**src/rtl/rgb_stream_pkg.sv**
```systemverilog
// rtl/rgb_stream_pkg.sv - shared types and defaults for the rgb stream transmitter
package rgb_stream_pkg;

    localparam int DEF_DATA_W = 24;

    typedef struct packed {
        logic [7:0] r;
        logic [7:0] g;
        logic [7:0] b;
    } rgb_t;

    typedef enum logic [1:0] {
        IDLE   = 2'd0,
        STREAM = 2'd1,
        DONE   = 2'd2
    } tx_state_t;

endpackage

```
**src/rtl/rgb_fifo.sv**
```systemverilog
// rtl/rgb_fifo.sv - pixel load fifo with count, full/empty and sticky overflow
module rgb_fifo #(
    parameter int DATA_W = 24,
    parameter int DEPTH  = 16
) (
    input  logic              clk,
    input  logic              rst,
    input  logic              wr,
    input  logic [DATA_W-1:0] wr_data,
    input  logic              pop,
    output logic [DATA_W-1:0] rd_data,
    output logic              full,
    output logic              empty,
    output logic              ovf
);

    localparam int AW = $clog2(DEPTH);
    localparam int CW = AW + 1;

    logic [DATA_W-1:0] mem [DEPTH];
    logic [AW-1:0]     wr_ptr;
    logic [AW-1:0]     rd_ptr;
    logic [CW-1:0]     count;
    logic              push;
    logic              pull;

    assign full    = (count == CW'(DEPTH));
    assign empty   = (count == '0);
    assign push    = wr && !full;
    assign pull    = pop && !empty;
    assign rd_data = mem[rd_ptr];

    always_ff @(posedge clk) begin
        if (push) begin
            mem[wr_ptr] <= wr_data;
        end
    end

    // a write while full is dropped even if a pop frees a slot this same cycle
    always_ff @(posedge clk or posedge rst) begin
        if (rst) begin
            wr_ptr <= '0;
            rd_ptr <= '0;
            count  <= '0;
            ovf    <= 1'b0;
        end else begin
            if (push) begin
                wr_ptr <= wr_ptr + 1'b1;
            end
            if (pull) begin
                rd_ptr <= rd_ptr + 1'b1;
            end
            case ({push, pull})
                2'b10:   count <= count + 1'b1;
                2'b01:   count <= count - 1'b1;
                default: count <= count;
            endcase
            if (wr && full) begin
                ovf <= 1'b1;
            end
        end
    end

endmodule

```
**src/rtl/rgb_stream_tx.sv**
```systemverilog
// rtl/rgb_stream_tx.sv - frame-sized raster pixel stream source on a busy/vld handshake
module rgb_stream_tx
    import rgb_stream_pkg::*;
#(
    parameter int DATA_W = DEF_DATA_W,
    parameter int DEPTH  = 16,
    parameter int IMG_W  = 8,
    parameter int IMG_H  = 8
) (
    input  logic                     i_clk,
    input  logic                     i_rst,
    input  logic                     i_pix_wr,
    input  logic [DATA_W-1:0]        i_pix_data,
    output logic                     o_pix_full,
    output logic                     o_pix_ovf,
    input  logic                     i_frame_start,
    input  logic                     o_rgb_busy,
    output logic                     o_rgb_vld,
    output logic [DATA_W-1:0]        o_rgb_data,
    output logic [$clog2(IMG_W)-1:0] o_col,
    output logic [$clog2(IMG_H)-1:0] o_row,
    output logic                     o_active,
    output logic                     o_frame_done
);

    localparam int COL_W = $clog2(IMG_W);
    localparam int ROW_W = $clog2(IMG_H);
    localparam int PIX_N = IMG_W * IMG_H;
    localparam int CNT_W = $clog2(PIX_N + 1);

    localparam logic [CNT_W-1:0] PIX_CNT  = CNT_W'(PIX_N);
    localparam logic [COL_W-1:0] COL_LAST = COL_W'(IMG_W - 1);
    localparam logic [ROW_W-1:0] ROW_LAST = ROW_W'(IMG_H - 1);

    tx_state_t         state;
    tx_state_t         state_nxt;
    logic [CNT_W-1:0]  remaining;
    logic [CNT_W-1:0]  load_left;
    logic [DATA_W-1:0] head;
    logic              fifo_empty;
    logic              xfer;
    logic              load;
    logic              start_go;

    rgb_fifo #(
        .DATA_W (DATA_W),
        .DEPTH  (DEPTH)
    ) u_fifo (
        .clk     (i_clk),
        .rst     (i_rst),
        .wr      (i_pix_wr),
        .wr_data (i_pix_data),
        .pop     (load),
        .rd_data (head),
        .full    (o_pix_full),
        .empty   (fifo_empty),
        .ovf     (o_pix_ovf)
    );

    assign xfer     = o_rgb_vld && !o_rgb_busy;
    assign start_go = (state == IDLE) && i_frame_start;
    // load_left counts loads, not transfers, so the register never fetches past the frame
    assign load     = (state == STREAM) && !fifo_empty && (load_left != '0)
                      && (!o_rgb_vld || xfer);

    always_ff @(posedge i_clk or posedge i_rst) begin
        if (i_rst) begin
            state <= IDLE;
        end else begin
            state <= state_nxt;
        end
    end

    always_comb begin
        state_nxt    = state;
        o_active     = 1'b0;
        o_frame_done = 1'b0;
        case (state)
            IDLE: begin
                if (i_frame_start) begin
                    state_nxt = STREAM;
                end
            end
            STREAM: begin
                o_active = 1'b1;
                if (xfer && (remaining == CNT_W'(1))) begin
                    state_nxt = DONE;
                end
            end
            DONE: begin
                o_frame_done = 1'b1;
                state_nxt    = IDLE;
            end
            default: state_nxt = IDLE;
        endcase
    end

    // col/row advance on transfer so they always name the pixel now in the register
    always_ff @(posedge i_clk or posedge i_rst) begin
        if (i_rst) begin
            remaining  <= '0;
            load_left  <= '0;
            o_col      <= '0;
            o_row      <= '0;
            o_rgb_vld  <= 1'b0;
            o_rgb_data <= '0;
        end else begin
            if (start_go) begin
                remaining <= PIX_CNT;
                load_left <= PIX_CNT;
                o_col     <= '0;
                o_row     <= '0;
            end else begin
                if (xfer) begin
                    remaining <= remaining - 1'b1;
                    if (o_col == COL_LAST) begin
                        o_col <= '0;
                        o_row <= (o_row == ROW_LAST) ? '0 : o_row + 1'b1;
                    end else begin
                        o_col <= o_col + 1'b1;
                    end
                end
                if (load) begin
                    load_left <= load_left - 1'b1;
                end
            end
            if (load) begin
                o_rgb_vld  <= 1'b1;
                o_rgb_data <= head;
            end else if (xfer) begin
                o_rgb_vld <= 1'b0;
            end
        end
    end

endmodule

```
**config.mk**
```make
export PLATFORM = sky130hd
export DESIGN_NAME = rgb_stream_tx
export DESIGN_NICKNAME = d
export VERILOG_FILES = /design/src/rtl/rgb_stream_pkg.sv /design/src/rtl/rgb_fifo.sv /design/src/rtl/rgb_stream_tx.sv
export SDC_FILE = /design/constraint.sdc
export NUM_CORES = 1
export LEC_CHECK = 0
export CORE_ASPECT_RATIO = 1.75
export CORE_MARGIN = 10
export CORE_UTILIZATION = 35
export CTS_CLUSTER_DIAMETER = 120
export DETAILED_ROUTE_END_ITERATION = 8
export GPL_TIMING_DRIVEN = 0
export PLACE_DENSITY = 0.47
export REMOVE_ABC_BUFFERS = 1
export SYNTH_ARGS = -nofsm -noshare
export SYNTH_HDL_FRONTEND = slang
export SYNTH_SLANG_ARGS = --single-unit
```
**constraint.sdc**
```tcl
create_clock -name i_clk -period 3.57 [get_ports i_clk]
set_input_delay 0.5355 -clock i_clk [delete_from_list [all_inputs] [get_ports i_clk]]
set_output_delay 0.5355 -clock i_clk [all_outputs]
set_load 0.005 [all_outputs]
```
==> results.md <==
- Root Driver: clkbuf_16
- Antenna Nets Post-Route: 0
- Peak Freq: 308.5 MHz
- Top cell type's share of synthesized area: 0.6592
- Slew margin rel.: 0.1453
- HP Class: input port to async pin
- Die area: 59670 µm²
- Row cnt: 108
- Ant. Diodes: 0
- CP required: 4040 ps
- Syn Area/Cell: 19.90 µm²
- Number of synthesized flops with an enable pin: 384
- Chip width: 189.0 µm
- Worst-case vdd ir drop: 0.0003861 V
- Crit-path max FO: 13
- Tmin final: 3241 ps
- TritonRoute pass-1 iters: 6
- Vias in the first global route: 9369
- Port Buffers: 63
- Max_cap viols: 0
- Synthesized netlist cell count: 879
- Ys flop type: edfxtp_1
- Finished Core Util: 0.4205
- Synth cell count leaders: edfxtp_1, mux4_2, dfrtp_1
- Nets@finish: 1017
- CTS buffer count: 43
- Final GP Congestion: 0.7098
- Placed cells: 1586
- HPWL Detailed: 24.72 mm
- Startpoint type of the worst setup path: flop
- Largest net degree at the start of global routing: 56
- Pwr dens: 791.8 nW/µm²
- Initial antenna violation count: 2
- Die Y: 315.7 µm
- Final worst-path cycle share: 0.9080
- Seq/Total Area, Yosys: 0.7464
- Reg clk slew, reported paths: 60 ps
- GRT Util Overall: 0.1400
- Initial DRC count: 491
- Setup violators final: 0
- Post-Route WL: 41.46 mm
- Initial Util: 0.3527
- Top-count cell post-synth: edfxtp_1
- Post-Layout Cell Count: 1666
- Vias: 8467
- Synth unique cells: 44
- Async set-reset flop share out of synthesis: 0.1371
- Setup bufs post-CTS: 0
- Crit path kind: flop to flop
- CTS tree: yes
- First-pass GRT wire length: 61.60 mm
- Mapped cell area: 17490 µm²
- Worst-Margin Slew: 1276 ps
- Yosys warns: 0
- Post-CTS Resized: 0
- P_leak: 7.029 nW
- Worst Clk Skew: 12.85 ps
- Crit path DAT: 3710 ps
- Final hold violations: 0
- Clk sink count: 445
- Kind of end point of the critical path: flop
- Skew-Pair Late Insertion Delay: 550 ps
- Internal reg-to-reg setup slack: 330 ps
- Status: finished clean
- Grt total ovfl: 0
- DR WL/cell: 24.89 µm
- Top post-synthesis cells by area: edfxtp_1, mux4_2, dfrtp_1
- Pins Over Slew Limit: 0
- CTS H-tree lvls: 2
- IO Count: 64
- Synth Register Bits: 445
- RSZ-0062 raised after global routing: false
- DRC Markers: 0
- Clock buffer depth: 3
- Core area: 49590 µm²
- Synth area leader: edfxtp_1
- Area Overhead vs Synth: 19.21%
- Vias per cell: 5.082
- Ratio of cells with drive above 1 in the final layout: 0.2147
- Hold Buf Count CTS: 0
## layer usage
metal	up-vias	GRT usage	wire [µm]
met5	-	0	22
met4	4	0.03855	773
met3	47	0.02283	1554
met2	138	0.2548	22260
met1	4534	0.1674	16850
li1	3744	-	-
## per-stage QoR
step	instance area (µm²)	setup WS, ps	TNS, ps	total power, W	hold slack (ps)
2_1_floorplan	17260	-1472	-36660	0.01036	449.7
3_3_place_gp	18720	-3673	-832820	0.01175	438.4
3_5_place_dp	19440	-171.2	-895.7	0.01224	451.6
4_1_cts	20850	122.0	0	0.01684	207.9
5_1_grt	20850	116.9	0	0.01738	219.4
6_report	20850	328.6	0	0.01651	233.5
## power by group
part | internal (W) | switching (W)
clock | 0.00263 | 0.00193
sequential | 0.00645 | 0.000746
combinational | 0.00247 | 0.00229
## state kept, by name, summed over array words and instances, names as in the netlist
| register | cells |
|---|---|
| u_fifo.count | 5 |
| load_left | 7 |
| u_fifo.ovf | 1 |
| o_rgb_data | 24 |
| u_fifo.rd_ptr | 4 |
| o_col | 3 |
| u_fifo.wr_ptr | 4 |
| o_row | 3 |
| o_rgb_vld | 1 |
| u_fifo.mem | 384 |
| state | 2 |
| remaining | 7 |
## cell type report
cell class / count / area, µm²
fillers: 4406 / 28740
well taps: 660 / 825.8
multi-input cells: 377 / 4289
repair buffers: 93 / 1220
clock buffers: 65 / 1240
flip-flops and latches: 445 / 13070
inverters: 11 / 43.79
clock inverters: 15 / 166.4
## worst paths after layout
kind                                           from                           end  cells past startpoint
setup / recovery           load_left[3]$_DFFE_PP0P_   u_fifo.count[4]$_DFFE_PP0P_                     10
hold / removal                                i_rst    o_rgb_data[22]$_DFFE_PP0N_                      2
setup reg to reg           load_left[3]$_DFFE_PP0P_   u_fifo.count[4]$_DFFE_PP0P_                     10
hold reg to reg              u_fifo.ovf$_DFFE_PP0P_        u_fifo.ovf$_DFFE_PP0P_                      1
max in group asynchronous                     i_rst  u_fifo.rd_ptr[2]$_DFFE_PP0P_                      3
min in group i_clk           u_fifo.ovf$_DFFE_PP0P_        u_fifo.ovf$_DFFE_PP0P_                      1
## cell families after synthesis
group,count (synthesis),share of synthesized area
compound gates,53,0.02282
flops,445,0.7464
fa+ha+maj,17,0.01259
xor+xnor,16,0.008011
mux,150,0.1546
buf+inv,57,0.01566
simple gates,141,0.03984
## worst max-delay path: stages (launching register included)
cell,delay (ps)
dfrtp_1,400
nor3_1,470
a31oi_1,340
nand2_4,360
inv_2,110
ha_1,290
fa_1,420
a21o_1,200
a21oi_1,210
mux2i_1,240
xnor2_1,130
## placed cells by master, fill, tap and decap left out, types with 15 or more instances in the layout
| cell | synthesis | routed |
|---|---|---|
| a211o_1 | 25 | 24 |
| clkbuf_1 | 21 | 15 |
| clkbuf_16 | 0 | 44 |
| clkdlybuf4s50_1 | 0 | 63 |
| dfrtp_1 | 61 | 58 |
| edfxtp_1 | 384 | 384 |
| ha_1 | 16 | 16 |
| mux2i_1 | 52 | 52 |
| mux4_2 | 96 | 96 |
| nand2_1 | 25 | 24 |
| nor2_1 | 27 | 15 |
| nor3_1 | 57 | 53 |
Note: power is estimated with default switching activity, not from simulation.
